File: config.mk
export PLATFORM = sky130hd
export DESIGN_NAME = uart_bitstream_tx
export DESIGN_NICKNAME = d
export VERILOG_FILES = /design/src/rtl/uart_pkg.sv /design/src/rtl/sync_fifo.sv /design/src/rtl/uart_bitstream_tx.sv
export SDC_FILE = /design/constraint.sdc
export NUM_CORES = 1
export LEC_CHECK = 0
export CAP_MARGIN = 20
export CORE_ASPECT_RATIO = 1.5
export CORE_MARGIN = 2
export CORE_UTILIZATION = 55
export DETAILED_ROUTE_END_ITERATION = 7
export PLACE_DENSITY = 0.81
export SLEW_MARGIN = 20
export SYNTH_ARGS = -nofsm -noshare
export SYNTH_HDL_FRONTEND = slang
export SYNTH_SLANG_ARGS = --single-unit
export TNS_END_PERCENT = 10
File: constraint.sdc
create_clock -name CLK -period 3.8 [get_ports CLK]
set_input_delay 0.76 -clock CLK [delete_from_list [all_inputs] [get_ports CLK]]
set_output_delay 0.76 -clock CLK [all_outputs]
set_load 0.03 [all_outputs]
File: src/rtl/uart_pkg.sv
// Shared definitions for the UART configuration path (transmit side today,
// loopback receive checker later).
package uart_pkg;

    localparam int DATA_BITS                 = 8;
    localparam int CLKS_PER_BIT_115200_50MHZ = 434;

    typedef enum logic [1:0] {
        IDLE  = 2'd0,
        START = 2'd1,
        DATA  = 2'd2,
        STOP  = 2'd3
    } uart_tx_state_t;

endpackage

File: src/rtl/sync_fifo.sv
// Single-clock FIFO with registered occupancy count; full/empty derive from
// the count so no input ever reaches the status outputs combinationally.
module sync_fifo #(
    parameter int WIDTH = 8,
    parameter int DEPTH = 16
) (
    input  logic                   clk,
    input  logic                   rst_n,
    input  logic                   push,
    input  logic [WIDTH-1:0]       wr_data,
    input  logic                   pop,
    output logic [WIDTH-1:0]       rd_data,
    output logic                   full,
    output logic                   empty,
    output logic [$clog2(DEPTH):0] level
);

    localparam int PTR_W = $clog2(DEPTH);
    localparam int LVL_W = PTR_W + 1;

    logic [WIDTH-1:0] mem [DEPTH];
    logic [PTR_W-1:0] wr_ptr;
    logic [PTR_W-1:0] rd_ptr;
    logic             do_push;
    logic             do_pop;

    assign full    = (level == LVL_W'(DEPTH));
    assign empty   = (level == '0);
    assign do_push = push && !full;
    assign do_pop  = pop && !empty;
    assign rd_data = mem[rd_ptr];

    // NOTE: storage is not reset; the pointers and level alone define which entries are valid.
    always_ff @(posedge clk) begin
        if (do_push) begin
            mem[wr_ptr] <= wr_data;
        end
    end

    // NOTE: state registers use non-blocking assignments so every flop samples pre-edge values.
    always_ff @(posedge clk or negedge rst_n) begin
        if (!rst_n) begin
            wr_ptr <= '0;
            rd_ptr <= '0;
            level  <= '0;
        end else begin
            if (do_push) begin
                wr_ptr <= wr_ptr + PTR_W'(1);
            end
            if (do_pop) begin
                rd_ptr <= rd_ptr + PTR_W'(1);
            end
            case ({do_push, do_pop})
                2'b10:   level <= level + LVL_W'(1);
                2'b01:   level <= level - LVL_W'(1);
                default: level <= level;
            endcase
        end
    end

endmodule

File: src/rtl/uart_bitstream_tx.sv
// 8N1 UART transmitter feeding configuration bytes onto the eFPGA Rx line;
// buffered input, back-to-back frames, fixed baud divider.
module uart_bitstream_tx
    import uart_pkg::*;
#(
    parameter int CLKS_PER_BIT = CLKS_PER_BIT_115200_50MHZ,
    parameter int FIFO_DEPTH   = 16
) (
    input  logic                        CLK,
    input  logic                        resetn,
    input  logic [DATA_BITS-1:0]        data_in,
    input  logic                        data_valid,
    output logic                        data_ready,
    output logic                        Tx,
    output logic                        busy,
    output logic [$clog2(FIFO_DEPTH):0] fifo_level
);

    localparam int CNT_W = $clog2(CLKS_PER_BIT);

    uart_tx_state_t       state;
    logic [CNT_W-1:0]     baud_cnt;
    logic [2:0]           bit_idx;
    logic [DATA_BITS-1:0] shift;
    logic                 tx_q;

    logic                 fifo_full;
    logic                 fifo_empty;
    logic [DATA_BITS-1:0] fifo_data;
    logic                 bit_end;
    logic                 pop;

    assign bit_end = (baud_cnt == CNT_W'(CLKS_PER_BIT - 1));
    // Pop on the same edge that starts a frame, so a stop bit runs straight into the next start bit.
    assign pop     = !fifo_empty && ((state == IDLE) || ((state == STOP) && bit_end));

    sync_fifo #(
        .WIDTH (DATA_BITS),
        .DEPTH (FIFO_DEPTH)
    ) u_fifo (
        .clk     (CLK),
        .rst_n   (resetn),
        .push    (data_valid),
        .wr_data (data_in),
        .pop     (pop),
        .rd_data (fifo_data),
        .full    (fifo_full),
        .empty   (fifo_empty),
        .level   (fifo_level)
    );

    always_ff @(posedge CLK or negedge resetn) begin
        if (!resetn) begin
            state    <= IDLE;
            baud_cnt <= '0;
            bit_idx  <= '0;
            shift    <= '0;
            tx_q     <= 1'b1;
        end else begin
            case (state)
                IDLE: begin
                    if (!fifo_empty) begin
                        shift    <= fifo_data;
                        baud_cnt <= '0;
                        tx_q     <= 1'b0;
                        state    <= START;
                    end
                end
                START: begin
                    if (bit_end) begin
                        baud_cnt <= '0;
                        bit_idx  <= '0;
                        tx_q     <= shift[0];
                        state    <= DATA;
                    end else begin
                        baud_cnt <= baud_cnt + CNT_W'(1);
                    end
                end
                DATA: begin
                    if (bit_end) begin
                        baud_cnt <= '0;
                        if (bit_idx == 3'd7) begin
                            tx_q  <= 1'b1;
                            state <= STOP;
                        end else begin
                            // Drive the next bit directly from shift[1] so Tx stays a plain flop.
                            shift   <= shift >> 1;
                            bit_idx <= bit_idx + 3'd1;
                            tx_q    <= shift[1];
                        end
                    end else begin
                        baud_cnt <= baud_cnt + CNT_W'(1);
                    end
                end
                STOP: begin
                    if (bit_end) begin
                        baud_cnt <= '0;
                        if (!fifo_empty) begin
                            shift <= fifo_data;
                            tx_q  <= 1'b0;
                            state <= START;
                        end else begin
                            tx_q  <= 1'b1;
                            state <= IDLE;
                        end
                    end else begin
                        baud_cnt <= baud_cnt + CNT_W'(1);
                    end
                end
                default: begin
                    tx_q  <= 1'b1;
                    state <= IDLE;
                end
            endcase
        end
    end

    assign Tx         = tx_q;
    assign data_ready = !fifo_full;
    assign busy       = (state != IDLE) || (fifo_level != '0);

endmodule

==> summary by stage, run 1 <==
Synth
The post-synthesis cell type with the largest combined area is edfxtp_1. By area the synthesized netlist is led by edfxtp_1 (55%), dfrtp_1 (12%), mux4_1 (3.7%). Synthesis inferred 164 register bits. The largest family of logic cells by synthesized area is multiplexers. The area of the mapped netlist is 7050 um2.

Sequential cells were found to cover 67.3% of the synthesized design area. The mux share of post-synthesis cell area is 11.4%. Of the total synthesized cell area, the portion taken by XOR and XNOR cells is 2.11%. The synthesized area per cell is 15.7 um2. The number of nets handed over by synthesis was 476.

The number of warning messages in the yosys log is 0. The count of flip-flops with a built-in enable after synthesis is 128. For this run, asynchronously set or reset flops after synthesis account for 22.0%. Summing the areas of all compound-gate instances in the mapped netlist gives 6.71% of the synthesized area. The predominant post-synthesis flop cell is edfxtp_1.

The number of distinct library cells after synthesis is 57. The area share of the largest cell type after synthesis is 54.5%. The gate count after technology mapping is 448. Of the total synthesized cell area, the portion taken by AND, OR, NAND and NOR gates is 6.98%. Of the total synthesized cell area, the portion taken by full adders, half adders and majority gates is 3.02%.

STA
Headroom to the max-slew limit came out at 30.6%. The final number of max-transition violations is 0. The final clock skew is 0.0103 ns. The smallest hold slack is 0.415 ns. Of the available clock period, the critical path in the final layout requires 80.7%. The final critical path time including I/O delays and setup is 3.07 ns. Setup total negative slack on the finished layout was measured at 0 ns. The post-layout worst setup margin is 0.734 ns. The number of endpoints failing setup at the final stage is 0. The transition time at the pin with the least slew margin is 1.04 ns. The number of failing hold endpoints at the final stage is 0. Derived from the worst setup path, the maximum achievable clock frequency is 326 MHz. Setup repair after global routing left no endpoint under its margin.

Clocking
The clock edge transition at the registers on the reported setup and hold paths is 0.07 ns. The quantity of hold-fixing buffers added after cts is 0. The H-tree was split into 4 levels. The number of buffers added by the clock tree synthesis step is 17. Gates resized during post-CTS repair numbered 0. The clock sink count is 164. Counting along the longest clock path gives a buffer depth of 2. The number of setup buffers added after CTS is 0. The clock tree from TritonCTS is done. CTS placed an instance of clkbuf_16 at the clock tree root. The later pin in the worst-skew pair is clocked with a latency of 0.42 ns.

Floorplan
The site row count is 50. The die covers 13800 um2. From bottom edge to top edge, the die measures 143 um. The number of placed I/O pins is 19. The area of the core region is 12500 um2.

The initial utilization of the core area, before any placement, comes to 56.3%. The width of the die is 96.4 um.

Setup path
The critical path start-end classification is reg -> out. The worst register-to-register path has a setup slack of 0.80 ns. Data on the critical path is required at its endpoint by 3.04 ns.

The startpoint of the worst-slack reg-to-reg timing path is state[0]. The end of the worst register-to-register path is u_fifo.level[4]. The cell with the largest stage delay on the worst path is clkdlybuf4s50_1. The top cell family by delay on the critical path is buffers and inverters. The nature of the critical path startpoint is a flop. The number of cells on the worst reg-to-reg path is 12. Traced cell by cell, the critical path runs through nor3_4, and3_1, inv_2, clkdlybuf4s50_1. The count of buffer and inverter cells on the critical path is 2. The worst-path maximum fanout is 9. The arrival time at the worst endpoint is 2.31 ns.

For this run, the slowest stage of the critical path takes 0.61 ns. The nature of the critical path endpoint is an output port.

Min path
The class of the worst hold path is in -> async.

Place
In this run the cell area measured after placement is 7360 um2. The final weighted congestion in routability-driven placement is 0.793. The worst-case setup slack after placement is 0.593 ns. The HPWL after detailed placement is 8860 um. Port buffering added 18 buffers.

Cells and area
The filler cells instantiated in the layout total 841. In the layout the commonest cells are edfxtp_1 (128), dfrtp_1 (35), nor2_1 (29). The area of the multi-input gates is 2130 um2.

The total area of sequential cells is 4750 um2. The number of inserted diodes is 0. Leaving out fill and tap cells, the most frequent cell in the layout is edfxtp_1. The area growth from synthesis to final layout is 12.8%. Of the cells placed in the final design, the portion with a size suffix greater than 1 is 12.9%. Cells fill 63.6% of the core in the end. The finished cells cover 7950 um2. The net count reported at finish is 502.

GRT
The total global-route track usage is 22.1%. Entering global routing, the biggest net connects 37 pins. The global-route wire length before repair is 22000 um. The remaining global-route overflow is 0. The via count of the first global-routing pass is 4152. The initial antenna violation count was 0.

Route
The first detailed-routing pass took 5 iterations. The antenna violation net count after detailed routing is 0. The detail-routed net length per standard cell is 21.7 um. Using the TritonRoute via totals, the vias-per-cell ratio works out to 6.20. The final routed DRC violation total is 0.

For this block, the routed nets add up to 13900 um of wire. The DRC violation total after the first TritonRoute iteration is 281. The total via count after detailed routing is 3989.

Pwr
The power density over the cells is 774 nW/um2. For this design the static power due to leakage is 2.90 nW. Across the VDD grid, the largest voltage drop is 0.000384 V.

Flow run
The tool flagged a number of max-cap violations equal to 0.

Status
The flow ran to the end, and the final reports show no timing, DRC or antenna violations.
-- per-stage QoR --
step | power, mW | instances
2_1_floorplan | 4.01 | 448
3_3_place_gp | 4.38 | 610
3_5_place_dp | 4.48 | 610
4_1_cts | 6.15 | 642
5_1_grt | 6.47 | 643
6_report | 6.16 | 643
-- state kept, by name, indices dropped and copies added, names as in the netlist, 2 cells and up --
register / cells
shift: 8
u_fifo.wr_ptr: 4
u_fifo.mem: 128
u_fifo.rd_ptr: 4
baud_cnt: 9
u_fifo.level: 5
bit_idx: 3
state: 2
-- report_power, final --
part	leakage (nW)	switching, mW	internal (mW)
registers	1.60	0.286	2.24
logic	1.03	1.08	0.898
clock network	0.277	0.735	0.920
total	2.90	2.10	4.06
-- cell usage after synthesis, types with 4 or more instances --
cell type,instances
mux4_2,11
and3_1,4
dfrtp_1,35
inv_1,10
mux4_1,10
a21oi_1,11
nand3_1,5
ha_1,17
buf_2,7
nor3_1,7
mux2i_1,25
xor2_1,9
a31oi_1,7
mux2_2,4
a22oi_1,13
o21ai_0,10
xnor2_1,8
o22ai_1,7
or3_1,5
clkbuf_1,6
edfxtp_1,128
nor2_1,29
nand2_1,25
-- cell families (layout without fill, tap and decap cells) --
kind of cell / count (synthesis) / in the layout
AO/OA/AOI/OAI: 69 / 69
adder cells (fa/ha/maj): 17 / 17
XOR/XNOR: 17 / 17
multiplexers: 50 / 50
flip-flops: 164 / 164
AND/OR/NAND/NOR: 99 / 99
buffers and inverters: 32 / 71
-- worst max-delay path by stage --
stage	start	to	slack, ns	depth (start not counted)
floorplan	u_fifo.level[1]	u_fifo.level[4]	0.64	14
global placement	data_valid	u_fifo.level[4]	0.73	11
detailed placement	data_valid	u_fifo.level[4]	0.59	11
CTS	u_fifo.level[1]	busy	0.72	4
global route	u_fifo.level[1]	u_fifo.level[4]	0.53	12
finish	u_fifo.level[1]	busy	0.73	4
-- final cells by class --
cell class	count	share of cell area (%)
Inverter	11	0.519
Timing Repair Buffer	28	3.40
Tap cell	156	2.45
Sequential cell	164	59.7
Clock inverter	15	1.79
Clock buffer	17	5.35
Multi-Input combinational cell	252	26.8
-- routing by layer --
layer / vias to the layer above / global-route usage, % / wire length (um)
met5: - / 0 / 0
met3: 28 / 4.75 / 480
met1: 2070 / 25.3 / 5320
met4: 0 / 10.2 / 400
met2: 105 / 39.0 / 7750
li1: 1786 / - / -
Note: power is estimated with default switching activity, not from simulation.
==> run 2, diff against run 1 <==
- clock period: 3.8 -> 3 ns (I/O delays scaled with it)
==> run 2 against run 1 <==
Via count fell by 1.4%. Cell count increased by 2.0%. Total power grew 25%. Utilization increased by 0.63 points. Critical path type is now reg -> reg. Clock power increased by 19%. Combinational power rose by 27%. Wire length is 3.8% lower. Register-to-register slack lost 0.65 ns. Die area did not move. Hold slack got worse by 0.15 ns. Global-route usage fell by 0.98 points. Sequential cell count stayed put.
==> summary by stage, run 2 (synthesis results as in run 1) <==
Setup path
The arrival time at the worst endpoint is 3.19 ns (+0.88 ns). STA classifies the critical path startpoint as a flop. The worst-path maximum fanout is 5 (-4). The data required time of the critical path is 3.34 ns (+0.30 ns).

The worst setup path is of the reg -> reg kind. The worst setup path is captured at a flop.

Cells and area
Leaving out fill and tap cells, the most frequent cell in the layout is edfxtp_1. In the layout the commonest cells are edfxtp_1 (128), dfrtp_1 (32), nor2_1 (28). The flip-flop count of the largest register, all copies and words added is 128 (unchanged). The total area of sequential cells is 4750 um2 (about the same). The post-route cell area came to 8030 um2 (+0.99%).

In the final layout, the registers with the most flip-flops are u_fifo.mem x128, baud_cnt x9, shift x8. The area of the multi-input gates is 2150 um2 (+0.94%). Relative to the synthesized area, the layout overhead comes to 14.0%.

The net count reported at finish was 515 (+2.6%). The fraction of final layout cells with drive strength greater than 1 is 16.0% (+3.1 points). The number of filler instances in the final layout is 851 (+1.2%).

The number of inserted diodes came to 0 (unchanged). The register containing the most flip-flops in the final layout is u_fifo.mem.

Clocking
The total setup buffers inserted after CTS is 0 (unchanged). The clock insertion delay at the later pin of the skew report is 0.42 ns (about the same). The H-tree depth reported by CTS was 4 (unchanged).

The number of buffers added by the clock tree synthesis step is 17 (unchanged). Clock tree synthesis selected as its root buffer the cell clkbuf_16. The clock sink count came to 164 (unchanged).

TritonCTS built the clock tree. The clock tree buffer depth is 2 (unchanged). The clock edge transition at the registers on the reported setup and hold paths is 0.06 ns (about the same).

Floorplan
The site row count is 50 (unchanged). The width of the die was 96.4 um (unchanged). The overall die area is 13800 um2 (unchanged). The vertical extent of the die is 143 um (unchanged). The area of the core region is 12500 um2 (unchanged). The starting utilization of the core area is 56.3% (unchanged). The number of placed I/O pins is 19 (unchanged).

STA
The final critical-path share of the clock period is 95.0%. The post-layout worst setup margin is 0.151 ns (-0.583 ns). The number of failing hold endpoints at the final stage is 0 (unchanged). The setup TNS is 0 ns (unchanged). The smallest hold slack is 0.269 ns (-0.146 ns). The final clock skew is 0.00624 ns (-0.00406 ns). The worst relative slew slack was 30.9% (+0.35 points).

The final critical path time including I/O delays and setup is 2.85 ns. Derived from the worst setup path, the maximum achievable clock frequency is 351 MHz. Setup repair after global routing could not meet its margin everywhere. The transition time at the pin with the least slew margin is 1.04 ns (-0.00520 ns). The final number of max-transition violations is 0 (unchanged). The number of endpoints failing setup at the final stage is 0 (unchanged).

Route
The detailed-router iteration count before antenna repair was 4 (-1). The average via count per standard cell is 6.00 (-3.3%). The final wirelength is 13400 um (-3.8%). The DRC violation total after the first TritonRoute iteration is 210 (-25%). The antenna violation net count after detailed routing came to 0 (unchanged). The total via count after detailed routing came to 3935 (-1.4%). The final routed DRC violation total is 0 (unchanged). The detail-routed net length per standard cell is 20.4 um (-5.7%).

GRT
The total global-route track usage is 21.1% (-0.98 points). The maximum number of pins on one net before global-route repair is 37 (unchanged). The global-route wire length before repair is 21000 um (-4.5%). The via count of the first global-routing pass came to 3966 (-4.5%). The remaining global-route overflow came to 0 (unchanged). The initial antenna violation count is 0 (unchanged).

Flow run
The max-cap violation count is 0 (unchanged).

Place
The cell area after placement was 7480 um2 (+1.7%). The final weighted congestion in routability-driven placement is 0.760 (-4.1%). The count of port buffers added during placement was 18 (unchanged). The total half-perimeter wirelength after legalization and detailed placement came to 8990 um (+1.5%). The worst-case setup slack after placement is 0.173 ns (-0.420 ns).

Pwr
The static leakage is 2.95 nW (+1.6%). The worst IR drop on VDD came to 0.000590 V (+54%). The power density over the cells is 958 nW/um2 (+24%). The total power after layout came to 7.70 mW (+25%).

Status
The flow ran to the end, and the final reports show no timing, DRC or antenna violations.

Min path
The class of the worst hold path is in -> async.
## run 2: cell count changes in the layout (fill, tap and decap cells not counted), moves of 2 or more
cell / change
ha_1: -2
clkinv_4: +2
clkinv_2: +2
buf_4: +14
dfrtp_2: +3
inv_8: -2
clkbuf_16: +2
clkbuf_1: +5
inv_6: -7
dfrtp_1: -3
## run 2: critical path, stage by stage (launching register included)
cell and delay [ns]:
dfrtp_1 0.41, ha_1 0.23, inv_1 0.08, nor4_1 0.32
a2bb2oi_2 0.24, ha_4 0.19, xor2_1 0.15, ha_2 0.21
nor2b_2 0.18, a22oi_1 0.10, a2bb2oi_1 0.15, o32ai_1 0.33
xor2_1 0.17
## run 2: layout make-up
type                            count  area share (%)
Tap cell                          156            2.43
Clock buffer                       24            6.15
Sequential cell                   164            59.1
Timing Repair Buffer               41            4.33
Inverter                           11           0.514
Clock inverter                      8           0.639
Multi-Input combinational cell    252            26.8
## run 2: path summary, 6_finish.rpt
kind / from / to / slack (ns) / depth (start not counted)
max: state[1] / u_fifo.level[4] / 0.15 / 12
min reg2reg: Tx / Tx / 0.51 / 1
max reg2reg: state[1] / u_fifo.level[4] / 0.15 / 12
min in group CLK: Tx / Tx / 0.51 / 1
max in group asynchronous: resetn / u_fifo.level[1] / 2.17 / 1
min: resetn / baud_cnt[3] / 0.27 / 1
## run 2: stage by stage
stage | cells | utilization, %
after floorplan | 448 | -
after global placement | 624 | 59.8
after CTS | 656 | 64.2
final | 656 | 64.2
after detailed placement | 624 | 59.8
after global routing | 656 | 64.2
## run 2: report_power, final
group          total, mW  leakage (nW)  internal (mW)  switching [mW]
combinational       2.51          1.09           1.16            1.35
sequential          3.22          1.59           2.84           0.383
clock               1.97         0.269           1.15           0.815
total               7.70          2.95           5.15            2.54
## run 2: what timing repair did
item / in CTS / in global routing
resized for setup: 0 / 1
hold buffers: 0 / 0
setup endpoints to repair: 0 / 2
## run 2: routing by layer
metal,GRT usage (%),up-vias,share of wire [%]
met5,0,-,0
met4,10.7,0,3.3
met3,3.75,31,3.3
met2,37.2,105,55
met1,24.3,1987,39
li1,-,1812,-
==> patch, RTL diff (settings of run 1) <==
The 4 states of `uart_tx_state_t` get a one-hot encoding in 4 bits.
--- a/src/rtl/uart_pkg.sv
+++ b/src/rtl/uart_pkg.sv
@@ -6,9 +6,9 @@
     localparam int CLKS_PER_BIT_115200_50MHZ = 434;
 
-    typedef enum logic [1:0] {
-        IDLE  = 2'd0,
-        START = 2'd1,
-        DATA  = 2'd2,
-        STOP  = 2'd3
+    typedef enum logic [3:0] {
+        IDLE  = 4'b0001,
+        START = 4'b0010,
+        DATA  = 4'b0100,
+        STOP  = 4'b1000
     } uart_tx_state_t;
 
Check against the original RTL: same outputs for any inputs over 10 cycles, from zero or initial values and one cycle with resetn low; not proved beyond that.
==> patch against run 1 <==
Count of clock-buffer cells in the layout unchanged; final area shrank 0.53%; sequential cell count up 2; worst setup slack worse by 0.028 ns; critical path type is now flip-flop to flip-flop; die area fell by 0.19%; highest routed layer unchanged; largest cell class unchanged; routed wire length fell by 4.4%; synthesized area decreased by 0.20%; final cell count is 3.9% lower.
Power is not compared: it rests on default switching activity, and its combinational part moved more than twofold at a synthesized area within 25%.
==> patch: results (changes against run 1) <==
- Part of the Yosys area used for sequential elements: 68.2% (+0.86 points)
- Detailed Route Iter0 Violations: 356 (+27%)
- Multi-input combinational area share: 26.1% (-0.74 points)
- Layout Nets: 474 (-5.6%)
- Max IR drop VDD: 0.465 mV
- M1 wire length: 5140 um (-3.5%)
- XOR/XNOR Fraction of Synth Area: 1.87% (-0.24 points)
- Met2 Track Usage GR: 36.8% (-2.1 points)
- Top cell type's share of synthesized area: 54.6% (+0.11 points)
- Share of layout cells above drive strength 1: 19.3% (+6.3 points)
- Post-Route Skew: 0.00706 ns (-0.00324 ns)
- All-Layer GR Usage: 21.2% (-0.92 points)
- Via count: 3,730 (-6.5%)
- Top cells by area, synth: edfxtp_1 55%, dfrtp_1 13%, mux4_2 10%, ha_1 2.3%, a21oi_1 1.7%
- Adder-cell area share of the yosys netlist: 2.60% (-0.42 points)
- Clock tree cell share of total cell area: 7.51% (+0.37 points)
- GR Layer Usage met1: 25.7% (+0.38 points)
- Pin count of the biggest net entering global routing: 39 (+5.4%)
- DP Area: 7320 sq um (-0.56%)
- # fillers: 875 (+4.0%)
- Syn Nets: 455 (-4.4%)
- Non-clk buf share: 2.85% (-0.55 points)
- Non-clk invs: 9 (-2)
- Buffers, non-clock: 23 (-18%)
- Yosys cell types: 52 (-8.8%)
- Placer Congestion: 0.740 (-6.7%)
- Status: finished clean
- Dpl ws: 0.596 ns (+0.00358 ns)
- First-pass GRT wire length: 21,000 um (-4.6%)
- Placed insts: 586 (-3.9%)
- GR Util met3: 4.82% (+0.071 points)
- Asr flop ratio synth: 22.9% (+0.94 points)
- Worst-path maximum fanout: 7 (-2)
- WL final: 13,300 um (-4.4%)
- Post-synthesis mux area share: 10.8% (-0.65 points)
- Slew @ Worst Pin: 0.908 ns (-0.133 ns)
- Fraction of area in registers: 60.7% (+1.0 points)
- Crit path launch: baud_cnt[0]
- #MultiIn Comb: 232 (-7.9%)
- DP Wirelength: 8550 um (-3.5%)
- Post-synthesis compound-gate area fraction: 7.26% (+0.55 points)
- Num sequential: 166 (+1.2%)
patch: cell types whose count changed after synthesis, sizes merged, moves of 6 or more:
cell / before / now
mux2i: 25 / 0
a21oi: 11 / 26
o21ai: 11 / 25
mux4: 21 / 32
a31oi: 7 / 1
patch: worst max-delay path, stage by stage, from the launching register on:
cell and delay (ns):
dfrtp_1 0.44, ha_1 0.21, and4b_1 0.24, a21oi_1 0.45
nor2_4 0.14, ha_1 0.31, fa_1 0.44, a21o_1 0.20
a21oi_1 0.19, xor2_1 0.17, nor2_1 0.07, xnor2_1 0.12
patch: worst paths after layout:
check / end / slack, ns / depth (start not counted)
min in group CLK: baud_cnt[6] / 0.53 / 1
max reg2reg: u_fifo.level[4] / 0.71 / 11
max: u_fifo.level[4] / 0.71 / 11
min: u_fifo.level[1] / 0.44 / 1
max in group asynchronous: u_fifo.rd_ptr[2] / 2.76 / 1
min reg2reg: baud_cnt[6] / 0.53 / 1
